**src/rtl/imem_pkg.sv**
```systemverilog
`default_nettype none
// ============================================================================
//  Module : imem_pkg
//  Desc   : Shared types and constants for the instruction memory loader.
//  Rev    : 1.0  initial release
// ============================================================================
package imem_pkg;

    localparam int IMEM_ADDR_WIDTH = 5;
    localparam int IMEM_DEPTH      = 2 ** IMEM_ADDR_WIDTH;

    typedef logic [15:0] instr_t;

    typedef enum logic [2:0] {
        IDLE      = 3'd0,
        GET_COUNT = 3'd1,
        GET_HIGH  = 3'd2,
        GET_LOW   = 3'd3,
        RUN       = 3'd4,
        ERROR     = 3'd5
    } loader_state_t;

    // Compared at 9 bits so a count byte can never alias onto a legal depth.
    function automatic logic count_ok(input logic [7:0] n, input int depth);
        logic [8:0] n9;
        n9 = {1'b0, n};
        return (n9 != 9'd0) && (n9 <= 9'(depth));
    endfunction

endpackage
`default_nettype wire

```
**src/rtl/imem_loader_if.sv**
```systemverilog
`default_nettype none
// ============================================================================
//  Module : imem_loader_if
//  Desc   : Program byte-stream handshake plus the load-start request.
//  Rev    : 1.0  initial release
// ============================================================================
interface imem_loader_if;
    logic       loadStart;
    logic       byteValid;
    logic [7:0] byteData;
    logic       byteReady;

    modport master (output loadStart, output byteValid, output byteData, input  byteReady);
    modport slave  (input  loadStart, input  byteValid, input  byteData, output byteReady);
endinterface
`default_nettype wire

```
**src/rtl/imem_array.sv**
```systemverilog
`default_nettype none
// ============================================================================
//  Module : imem_array
//  Desc   : Instruction storage: sync write, sync clear, async read.
//  Rev    : 1.0  initial release
// ============================================================================
module imem_array
    import imem_pkg::*;
#(
    parameter int ADDR_WIDTH  = IMEM_ADDR_WIDTH,
    parameter int INSTR_WIDTH = 16
) (
    input  wire logic                   clk,
    input  wire logic                   reset,
    input  wire logic                   we_i,
    input  wire logic [ADDR_WIDTH-1:0]  waddr_i,
    input  wire logic [INSTR_WIDTH-1:0] wdata_i,
    input  wire logic [ADDR_WIDTH-1:0]  raddr_i,
    output logic      [INSTR_WIDTH-1:0] rdata_o
);

    localparam int DEPTH = 2 ** ADDR_WIDTH;

    logic [INSTR_WIDTH-1:0] mem_q [DEPTH];

    always_ff @(posedge clk) begin
        if (reset) begin
            for (int i = 0; i < DEPTH; i++) begin
                mem_q[i] <= '0;
            end
        end else if (we_i) begin
            mem_q[waddr_i] <= wdata_i;
        end
    end

    assign rdata_o = mem_q[raddr_i];

endmodule
`default_nettype wire

```
**src/rtl/imem_loader.sv**
```systemverilog
`default_nettype none
// ============================================================================
//  Module : imem_loader
//  Desc   : Instruction memory with byte-stream program loader; holds the
//           core in reset until a complete program is resident.
//  Rev    : 1.0  initial release
// ============================================================================
module imem_loader
    import imem_pkg::*;
#(
    parameter int ADDR_WIDTH  = IMEM_ADDR_WIDTH,
    parameter int INSTR_WIDTH = 16
) (
    input  wire logic                   clk,
    input  wire logic                   reset,
    imem_loader_if.slave                ldr,
    input  wire logic [ADDR_WIDTH-1:0]  currentInstructionAddress,
    output logic      [INSTR_WIDTH-1:0] instruction,
    output logic                        cpuReset,
    output logic                        loadDone,
    output logic                        loadError,
    output logic      [ADDR_WIDTH:0]    loadedCount
);

    localparam int                  DEPTH    = 2 ** ADDR_WIDTH;
    localparam logic [ADDR_WIDTH-1:0] ADDR_ONE = 1;
    localparam logic [ADDR_WIDTH:0]   CNT_ONE  = 1;

    loader_state_t          state_q;
    logic [ADDR_WIDTH-1:0]  word_addr_q;
    logic [7:0]             count_q;
    logic [7:0]             high_q;
    logic                   cpu_reset_q;
    logic                   load_done_q;
    logic                   load_error_q;
    logic [ADDR_WIDTH:0]    loaded_count_q;

    logic                   w_xfer;
    logic                   w_we;
    logic                   w_last_word;
    logic [INSTR_WIDTH-1:0] w_wdata;

    assign ldr.byteReady = (state_q == GET_COUNT) || (state_q == GET_HIGH) ||
                           (state_q == GET_LOW);
    assign w_xfer        = ldr.byteValid && ldr.byteReady;
    assign w_we          = (state_q == GET_LOW) && w_xfer;
    assign w_wdata       = {high_q, ldr.byteData};
    assign w_last_word   = (9'(word_addr_q) + 9'd1) == {1'b0, count_q};

    always_ff @(posedge clk) begin
        if (reset) begin
            state_q        <= IDLE;
            word_addr_q    <= '0;
            count_q        <= '0;
            high_q         <= '0;
            cpu_reset_q    <= 1'b1;
            load_done_q    <= 1'b0;
            load_error_q   <= 1'b0;
            loaded_count_q <= '0;
        end else begin
            load_done_q <= 1'b0;
            case (state_q)
                IDLE, RUN, ERROR: begin
                    if (ldr.loadStart) begin
                        state_q        <= GET_COUNT;
                        word_addr_q    <= '0;
                        loaded_count_q <= '0;
                        load_error_q   <= 1'b0;
                        cpu_reset_q    <= 1'b1;
                    end
                end
                GET_COUNT: begin
                    if (w_xfer) begin
                        if (count_ok(ldr.byteData, DEPTH)) begin
                            count_q <= ldr.byteData;
                            state_q <= GET_HIGH;
                        end else begin
                            load_error_q <= 1'b1;
                            state_q      <= ERROR;
                        end
                    end
                end
                GET_HIGH: begin
                    if (w_xfer) begin
                        high_q  <= ldr.byteData;
                        state_q <= GET_LOW;
                    end
                end
                GET_LOW: begin
                    if (w_xfer) begin
                        // A full 32-word load wraps wordAddr to 0, harmless since RUN follows.
                        word_addr_q    <= word_addr_q + ADDR_ONE;
                        loaded_count_q <= loaded_count_q + CNT_ONE;
                        if (w_last_word) begin
                            state_q     <= RUN;
                            cpu_reset_q <= 1'b0;
                            load_done_q <= 1'b1;
                        end else begin
                            state_q <= GET_HIGH;
                        end
                    end
                end
                default: begin
                    state_q     <= IDLE;
                    cpu_reset_q <= 1'b1;
                end
            endcase
        end
    end

    imem_array #(
        .ADDR_WIDTH  (ADDR_WIDTH),
        .INSTR_WIDTH (INSTR_WIDTH)
    ) u_array (
        .clk     (clk),
        .reset   (reset),
        .we_i    (w_we),
        .waddr_i (word_addr_q),
        .wdata_i (w_wdata),
        .raddr_i (currentInstructionAddress),
        .rdata_o (instruction)
    );

    assign cpuReset    = cpu_reset_q;
    assign loadDone    = load_done_q;
    assign loadError   = load_error_q;
    assign loadedCount = loaded_count_q;

endmodule
`default_nettype wire

```
**src/flat_wrapper.sv**
```systemverilog
// flat-port wrapper written by rule: the top's interface ports become plain ports
module imem_loader_flat import imem_pkg::*;
#(
    parameter int ADDR_WIDTH  = IMEM_ADDR_WIDTH,
    parameter int INSTR_WIDTH = 16
)
  (clk, reset, currentInstructionAddress, instruction, cpuReset, loadDone, loadError, loadedCount, ldr_loadStart, ldr_byteValid, ldr_byteData, ldr_byteReady);
  imem_loader_if ldr_i ();
  input  wire logic clk;
  input  wire logic reset;
  input  wire logic [ADDR_WIDTH-1:0] currentInstructionAddress;
  output logic      [INSTR_WIDTH-1:0] instruction;
  output logic cpuReset;
  output logic loadDone;
  output logic loadError;
  output logic      [ADDR_WIDTH:0] loadedCount;
  input wire logic [$bits(ldr_i.loadStart)-1:0] ldr_loadStart;
  input wire logic [$bits(ldr_i.byteValid)-1:0] ldr_byteValid;
  input wire logic [$bits(ldr_i.byteData)-1:0] ldr_byteData;
  output wire logic [$bits(ldr_i.byteReady)-1:0] ldr_byteReady;
  assign ldr_i.loadStart = ldr_loadStart;
  assign ldr_i.byteValid = ldr_byteValid;
  assign ldr_i.byteData = ldr_byteData;
  assign ldr_byteReady = ldr_i.byteReady;
  imem_loader #(.ADDR_WIDTH(ADDR_WIDTH), .INSTR_WIDTH(INSTR_WIDTH)) u_core (.clk(clk), .reset(reset), .ldr(ldr_i), .currentInstructionAddress(currentInstructionAddress), .instruction(instruction), .cpuReset(cpuReset), .loadDone(loadDone), .loadError(loadError), .loadedCount(loadedCount));
endmodule
```
**config.mk**
```make
export PLATFORM = sky130hd
export DESIGN_NAME = imem_loader_flat
export DESIGN_NICKNAME = d
export VERILOG_FILES = /design/src/rtl/imem_pkg.sv /design/src/rtl/imem_loader_if.sv /design/src/rtl/imem_array.sv /design/src/rtl/imem_loader.sv /design/src/flat_wrapper.sv
export SDC_FILE = /design/constraint.sdc
export NUM_CORES = 1
export LEC_CHECK = 0
export ABC_AREA = 0
export CORE_MARGIN = 1
export CORE_UTILIZATION = 57
export DETAILED_ROUTE_END_ITERATION = 10
export GPL_TIMING_DRIVEN = 0
export HOLD_SLACK_MARGIN = 0.08
export MAX_ROUTING_LAYER = met4
export PLACE_DENSITY = 0.77
export SLEW_MARGIN = 20
export SYNTH_ARGS = -nofsm -noshare
export SYNTH_HDL_FRONTEND = slang
export SYNTH_SLANG_ARGS = --single-unit
```
**constraint.sdc**
```tcl
create_clock -name clk -period 2.9 [get_ports clk]
set_clock_uncertainty 0.05 [all_clocks]
set_input_delay 0.435 -clock clk [delete_from_list [all_inputs] [get_ports clk]]
set_output_delay 0.435 -clock clk [all_outputs]
set_load 0.1 [all_outputs]
```
# Word-level counts from Yosys, hierarchy flattened
# Memories as Yosys holds them, arrays and structs flattened.
# Index checks and enable logic that the tools add are counted.
[word_totals] reg_bits=33 latch_bits=0 mem_bits_rw=512 rom_bits=0 inputBits=17 mem_count=1
[mem_list] memory="u_core.u_array.mem_q" words=32 word_bits=16 rd=1 rd_ports_with_merged_regs=0 wr=32 line_no="imem_array.sv:24" text="logic [INSTR_WIDTH-1:0] mem_q [DEPTH];"
[op_classes] n_addsub=3 n_mul=0 div=0 magnitude_cmp=1 eq_ne=12 n_shift=0 muxes=30 bitwise_logic=3 reduce_logical=19
[op_table] op="two-way mux 3 bit" count=6
[op_table] op="two-way mux 16 bit" count=1
[op_table] op="OR reduction 16 bit" count=1
[op_table] op="two-way mux 5 bit" count=3
[op_table] op="two-way mux 1 bit" count=13
[op_table] op="two-way mux 6 bit" count=2
[op_table] op="case mux 3 bit (4 select lines)" count=1
[op_table] op="case mux 6 bit (2 select lines)" count=1
[op_table] op="AND reduction 4 bit" count=3
[op_table] op="case mux 5 bit (2 select lines)" count=1
[op_table] op="== test 9 x 8 -> 1 bit" count=1
[op_table] op="<= comparator 8 x 6 -> 1 bit (second input constant)" count=1
[op_table] op="!= test 2 x 1 -> 1 bit (second input constant)" count=4
[op_table] op="nonzero test 8 bit" count=1
[op_table] op="adder 5 x 1 -> 6 bit (second input constant)" count=1
[op_table] op="adder 6 x 1 -> 6 bit (second input constant)" count=1
[op_table] op="== test 3 x 2 -> 1 bit (second input constant)" count=2
[op_table] op="== test 3 bit (second input constant)" count=2
[op_table] op="AND reduction 3 bit" count=2
[op_table] op="OR reduction 3 bit" count=2
[op_table] op="adder 5 x 1 -> 5 bit (second input constant)" count=1
[op_table] op="!= test 2 bit (second input constant)" count=2
[op_table] op="nonzero test 2 bit" count=2
[op_table] op="== test 3 x 1 -> 1 bit (second input constant)" count=1
[op_table] op="8 further kinds" count=13

# Logic depth before layout (Yosys ltp)
[depth] depth_word=10 mapped_depth=8 depth_no_buf=6

# Cells and area by module
# From an unflattened synthesis, not the netlist that was laid out.
[hier_totals] cells_unflattened=1926 area_unflattened_um2=25439.4
[modules_own_cells] mod="imem_array" n_inst=1 cells_per_inst=1757 area_each_um2=23904.2 seq_area_each_um2=15374.7
[modules_own_cells] mod="imem_loader" n_inst=1 cells_per_inst=169 area_each_um2=1535.2 seq_area_each_um2=660.6

# Worst setup path after synthesis
# Ideal clock, no wire load.
[synth_path] path_type="input to output" startpoint="input currentInstructionAddress[1]" endpoint="output instruction[10]" arrival_ps=2870 required_time_ps=2415 path_slack_ps=-455 path_stages=6 n_path_buf=2 path_cell_list="clkbuf_1 > clkbuf_1 > mux4_2 > mux4_2 > inv_1 > o21ai_1"
[synth_between] elab_chain_len=1
[synth_lines] element="start: declaration" line_no="flat_wrapper.sv:11" text="input wire logic [ADDR_WIDTH-1:0] currentInstructionAddress;"
[synth_lines] element="memory (32 x 16 bit)"
[synth_lines] element="end: declaration" line_no="flat_wrapper.sv:12" text="output logic [INSTR_WIDTH-1:0] instruction;"
# Every way passes these cells.

# Final worst setup path
[layout_path] startpoint="memory u_core.u_array.mem_q[31][3]" endpoint="output instruction[3]"
[layout_between] elab_chain_len=1
[layout_lines] element="start: declaration" line_no="imem_array.sv:24"
[layout_lines] element="memory (32 x 16 bit)"
# Every way passes these cells.

==> metrics.md <==
| Metric | Value |
|---|---|
| Share of cells above drive strength 1 | `23.3%` |
| Routed wire per std cell | `27.5 um` |
| Core area | `43100 sq um` |
| Crit-path cells | `mux4_2 -> mux4_2 -> nand2_2 -> o21ai_4 -> buf_12` |
| Worst-Skew Late Latency | `0.61 ns` |
| Nets@finish | `1775` |
| Worst-path clk slew | `0.06 ns` |
| First-pass GRT wire length | `96500 um` |
| Floorplan row count | `76` |
| # DRC | `0` |
| Final Slew Violations | `0` |
| Worst EP required | `2.41 ns` |
| Most common flop cell mapped by yosys | `edfxtp_1` |
| Synth Area per Inst | `15.3 sq um` |
| DR vias/cell | `6.20` |
| Crit path kind | `register to output pin` |
| Worst Path Max Fanout | `1` |
| Half-perimeter wire length after placement | `45800 um` |
| F_max | `336 MHz` |
| Height of the die | `211 um` |
| CP top delay family | `multiplexers` |
| Total global-route track usage | `31.7%` |
| Cell taking the most area after synthesis | `edfxtp_1` |
| Overall power | `17500 uW` |
| Area Overhead vs Synth | `15.2%` |
| Iter 0 DRT Violations | `1875` |
| Post-synthesis sequential area ratio | `64.5%` |
| Number of global-route vias before repair | `14700` |
| CTS HTree Levels | `2` |
| Setup TNS | `-0.627 ns` |
| Final Hold Fails | `0` |
| Syn Nets | `1649` |
| Yosys warning total | `0` |
| Max_cap viols | `0` |
| Status | `finished with violations` |
| CTS tree | `built` |
| Pre-CTS WS | `-1.46 ns` |
| Wirelength, routed | `65500 um` |
| Last weighted congestion value of the routability-driven placer | `0.940` |
| Worst slew margin | `29.2%` |
| HP Class | `input port to register` |
| Dpl cells | `2281` |
| Area contributors post-synth | `edfxtp_1, mux4_2, and2_1` |
| Most used cell, CP | `mux4_2` |
| Initial cell density of the core | `57.7%` |
| Worst-margin pin slew | `1.06 ns` |
| IO buf count | `37` |
| Synth Register Bits | `545` |
| Critical Path Source Type | `register` |
| Final ANT Viol Nets | `0` |
| Post-Syn Area | `24900 sq um` |
| Final period util | `103%` |
| Peak VDD IR | `419 uV` |
| Synth top area share | `61.8%` |
| Min Tclk post-route | `2.98 ns` |
| CP peak stage delay | `0.52 ns` |
| Total I/O pin count | `43` |
| Synth unique cells | `46` |
| RSZ-0062 raised after global routing | `yes` |
| Setup crit end kind | `output pin` |
| Antenna violations before repair | `4` |
| Via count | `14800` |
| Final cell count without fillers | `2385` |
| Num CTS Buffers | `55` |
| Router iterations before antenna repair | `5` |
| Max clock buf depth | `3` |
| # setup viols final | `14` |
| Clk root buf | `clkbuf_16` |
| Post-CTS Setup Bufs | `0` |
| Util after Layout | `66.5%` |
| Largest net degree at the start of global routing | `20` |
| Failing checks | `negative setup slack` |
| Worst Slack Setup Final | `-0.0767 ns` |
| CP max stage cell | `mux4_2` |
| Power per cell area | `611 nW/um^2` |
| Number of flops mapped to enable cells by yosys | `512` |
| CP bufs+invs | `1` |
| Grt ovf | `0` |
| P_leak | `0.00991 uW` |
| Die X | `211 um` |
| Worst EP arrival | `2.49 ns` |
| Die area | `44500 sq um` |
| Synthesized instance count | `1627` |
| CTS sink cnt | `545` |
| Share of synthesized flip-flops with an asynchronous set or reset | `0%` |
-- path summary, 6_finish.rpt --
check | slack (ns) | cells after the start | end | from
worst max-delay path | -0.08 | 5 | instruction[3] | u_core.u_array.mem_q[31][3]
worst min-delay path | 0.13 | 3 | u_core.word_addr_q[1] | ldr_byteValid
worst max register to register | 0.10 | 7 | u_core.u_array.mem_q[15][8] | u_core.state_q[0]
worst min register to register | 0.41 | 2 | u_core.loadError | u_core.loadError
-- power by group --
part | switching [uW] | internal, uW | total (uW)
registers | 102 | 8920 | 9020
logic | 1070 | 668 | 1740
clock network | 2960 | 3790 | 6750
-- placed cells by master, fill, tap and decap left out, types with 14 or more instances in the layout --
cell type / instances
and2_1: 478
buf_12: 15
buf_2: 14
buf_6: 40
clkbuf_1: 103
clkbuf_16: 58
clkdlybuf4s50_1: 20
clkinv_1: 19
dfxtp_1: 33
edfxtp_1: 512
inv_1: 19
mux2i_1: 14
mux4_2: 160
nand2_1: 18
nor2_1: 51
nor3_1: 34
o21ai_2: 34
o21ai_4: 14
-- logic make-up after synthesis --
family,after synthesis,synth area share (%)
buffers and inverters,172,2.81
AO/OA/AOI/OAI,74,1.59
XOR/XNOR,10,0.352
flip-flops,545,64.5
adder cells (fa/ha/maj),5,0.252
AND/OR/NAND/NOR,647,15.4
multiplexers,174,15.1
-- state kept, by name, indices dropped and copies added, names as in the netlist --
signal,count
u_core.u_array.mem_q,512
u_core.loadedCount,6
u_core.word_addr_q,5
u_core.cpuReset,1
u_core.loadDone,1
u_core.state_q,3
u_core.count_q,8
u_core.high_q,8
u_core.loadError,1
-- Yosys cell counts, types with 2 or more instances --
cell type  instances
nor3b_1            2
nand2_1           29
mux2i_1           14
buf_1              8
buf_2             21
xnor2_1            4
and2_2             2
nor2_2            13
edfxtp_1         512
and2_1           478
o21ai_1           18
nor2b_1            3
nand4_1            7
a21oi_1            9
mux4_2           160
o21ai_0           38
nand3_1            7
nor3_1            34
clkbuf_1         112
inv_1             23
buf_4              6
and3_1             5
or3_1              4
nand2b_1           3
o21a_1             3
nor2_1            51
dfxtp_1           33
ha_1               5
xor2_1             6
-- through the flow --
step	instance area, sq um	hold slack, ns
2_1_floorplan	24900	0.403
3_3_place_gp	26000	0.399
3_5_place_dp	26500	0.405
4_1_cts	28500	0.105
5_1_grt	28700	0.139
6_report	28700	0.135
-- routing by layer --
layer / vias to the layer above / global-route usage [%] / part of all wire (%)
met5: - / - / 0
met2: 865 / 48.2 / 47
li1: 6254 / - / -
met4: 0 / 14.1 / 4.9
met1: 7516 / 41.4 / 37
met3: 144 / 6.78 / 11
-- worst reg2reg max path, delay by kind of cell (launching register included) --
kind | cells | cell delay, ns
DFF | 1 | 0.46
buffers and inverters | 3 | 0.93
and+or+nand+nor | 3 | 0.73
AOI/OAI and AO/OA | 1 | 0.33
-- timing repair --
item,4_1_cts,5_1_grt
gates resized for setup,197,40
hold buffers,1,0
hold endpoints to repair,1,0
setup endpoints to repair,116,183
-- final cells by class --
| type | instances | area [sq um] |
|---|---|---|
| Clock inverter | 31 | 156 |
| Buffer | 147 | 733 |
| Tap cell | 585 | 732 |
| Multi-Input combinational cell | 910 | 8460 |
| Fill cell | 2898 | 14400 |
| Antenna cell | 2 | 5.00 |
| Clock buffer | 71 | 1540 |
| Sequential cell | 545 | 16000 |
| Timing Repair Buffer | 70 | 906 |
| Inverter | 24 | 90.1 |
Power figures use the tool's default switching activity.
==> edit (same flow settings) <==
Encoding of `loader_state_t`: now one-hot (6 bits for 6 states).
--- a/src/rtl/imem_pkg.sv
+++ b/src/rtl/imem_pkg.sv
@@ -11,13 +11,13 @@
 
     typedef logic [15:0] instr_t;
 
-    typedef enum logic [2:0] {
-        IDLE      = 3'd0,
-        GET_COUNT = 3'd1,
-        GET_HIGH  = 3'd2,
-        GET_LOW   = 3'd3,
-        RUN       = 3'd4,
-        ERROR     = 3'd5
+    typedef enum logic [5:0] {
+        IDLE      = 6'b000001,
+        GET_COUNT = 6'b000010,
+        GET_HIGH  = 6'b000100,
+        GET_LOW   = 6'b001000,
+        RUN       = 6'b010000,
+        ERROR     = 6'b100000
     } loader_state_t;
 
     // Compared at 9 bits so a count byte can never alias onto a legal depth.
Function: no difference found for any inputs over 4 cycles, from zero or initial values and one cycle with reset high; so few cycles prove little.
==> edit against the unedited design <==
The run still ends with negative setup slack left. Critical endpoint unchanged. Largest cell class unchanged. Synthesized area grew 0.93%. Sequential cell count rose by 3. Maximum frequency fell by 3.5%. Cell area fell by 1.8%. Power grew 2.2%. Setup slack worse by 0.11 ns. Routed wire length fell by 1.5%. First-iteration DRC count shrank 5.8%. Clock power rose by 1%.
==> edit: results (changes against the unedited design) <==
Via density: 6.195 (was 6.197)
CP delay by family, top: multiplexers (unchanged)
Largest net degree at the start of global routing: 17 (was 20)
Area contributors post-synth: edfxtp_1, mux4_2, and2_1, dfxtp_1, clkbuf_1 (unchanged)
Clock Pin Slew Worst Setup and Hold Paths: 0.06 ns (about the same)
Layout Nets: 1702 (was 1775)
Post-synthesis compound-gate area fraction: 1.127% (was 1.590%)
Post-synth EDFFs: 512 (unchanged)
Initial antenna violation count: 3 (was 4)
Worst Path Arrival: 2.60 ns (was 2.49 ns)
DR pass1 iterations: 5 (unchanged)
Global-route wire length before repair: 93380 um (was 96460 um)
# fillers: 2989 (was 2898)
Vias in the first global route: 14250 (was 14720)
Mux share of post-synthesis cell area: 15.64% (was 15.06%)
Slew margin rel.: 34.33% (was 29.21%)
Post-synthesis xor/xnor area fraction: 0.3839% (was 0.3523%)
DR iter-0 viols: 1766 (was 1875)
Worst Hold Class: input port to flip-flop (unchanged)
Total CTS buffers: 54 (was 55)
Final WS setup: -0.1840 ns (was -0.07672 ns)
Clock Latency Late Sink: 0.61 ns (about the same)
Slowest stage delay, CP: 0.53 ns
All-Layer GR Usage: 30.74% (was 31.66%)
Routed length per instance: 27.93 um (was 27.46 um)
IO buf count: 36 (was 37)
Top post-synthesis cells by count: and2_1, edfxtp_1, mux4_2, clkbuf_1, dfxtp_1 (was edfxtp_1, and2_1, mux4_2, clkbuf_1, nor2_1)
Post-synth top flop: edfxtp_1 (unchanged)
Psw: 0.004336 W (was 0.004128 W)
Worst vdd ir: 402.9 uV (was 419.2 uV)
Share of post-route cells with drive strength above 1: 21.59% (was 23.30%)
Routability congestion estimate: 0.8904 (was 0.9403)
Setup violators final: 16 (was 14)
Biggest registers after layout: u_core.u_array.mem_q (512), u_core.count_q (8), u_core.high_q (8) (unchanged)
Failing checks: negative setup slack (unchanged)
Post-synthesis adder-cell area fraction: 0.2493% (was 0.2516%)
R2R depth: 7 (unchanged)
Unique masters post-synth: 57 (was 46)
Lkg Pwr: 9.734 nW (was 9.912 nW)
Post-DP HPWL: 44100 um (was 45800 um)
CP Max Fanout: 1 (unchanged)
Setup_tns: -2.471 ns (was -0.6272 ns)
Seq/Total Area, Yosys: 64.14% (was 64.50%)
Run status: finished, violations left (unchanged)
CP max-delay cell: mux4_2 (unchanged)
Async SR Flop Fraction: 0% (unchanged)
Placement Setup Slack: -1.775 ns (was -1.460 ns)
[edit: worst reg2reg max path, cell delays in order (launching register included)]
cell and delay (ns):
dfxtp_1 0.30, buf_2 0.17, nor3b_2 0.30, and2_0 0.17
buf_2 0.26, nand3_4 0.25, nor2_2 0.40, or2_2 0.50
[edit: path summary, 6_finish.rpt]
| path | start | slack [ns] | endpoint |
|---|---|---|---|
| worst max-delay path | u_core.u_array.mem_q[11][3] | -0.18 | instruction[3] |
| worst min-delay path | ldr_loadStart | 0.22 | u_core.state_q[1] |
| worst max register to register | u_core.state_q[1] | 0.13 | u_core.u_array.mem_q[27][10] |
| worst min register to register | u_core.loadError | 0.40 | u_core.loadError |
[edit: cell families (layout without fill, tap and decap cells)]
logic type,count (synthesis),after routing
DFF,548,548
muxes,190,190
other,0,2
buffers and inverters,137,272
adders and majority gates,5,5
xor gates and xnor gates,11,11
and+or+nand+nor,653,653
AOI/OAI and AO/OA,44,44
[edit: timing repair]
action	in CTS	in global routing
resized for setup	190	24
hold endpoints to repair	0	0
endpoints found under the setup margin	17	192
gates cloned	0	0
[edit: power groups by stage]
stage	logic (W)	registers, W	clock network (W)
2_1_floorplan	0.00123	0.00925	0
3_3_place_gp	0.00182	0.00924	0
3_5_place_dp	0.00183	0.00927	0
4_1_cts	0.00192	0.00910	0.00681
5_1_grt	0.00201	0.00913	0.00708
6_report	0.00195	0.00911	0.00683
[edit: stage by stage]
| step | cells | instance area (um^2) |
|---|---|---|
| 6_report | 2310 | 28150 |
| 5_1_grt | 2308 | 28150 |
| 4_1_cts | 2308 | 28090 |
| 3_5_place_dp | 2209 | 26190 |
| 3_3_place_gp | 2209 | 26190 |
| 2_1_floorplan | 1588 | 25090 |
[edit: per-layer routing]
| metal | GRT usage, % | vias to the layer above | routed length [um] |
|---|---|---|---|
| li1 | - | 6062 | - |
| met1 | 40.13 | 7370 | 24660 |
| met2 | 47.33 | 746 | 31000 |
| met3 | 5.044 | 133 | 5636 |
| met4 | 15.14 | 0 | 3214 |
| met5 | - | - | 0 |
[edit: final cells by class]
cell class	count	share of cell area (%)
clock buffer	75	5.342
tap	585	2.600
sequential	548	57.17
buffer	132	2.351
multi-input combinational	903	30.22
timing repair buffer	36	1.604
clock inverter	24	0.6267
inverter	5	0.06667
antenna	2	0.01778
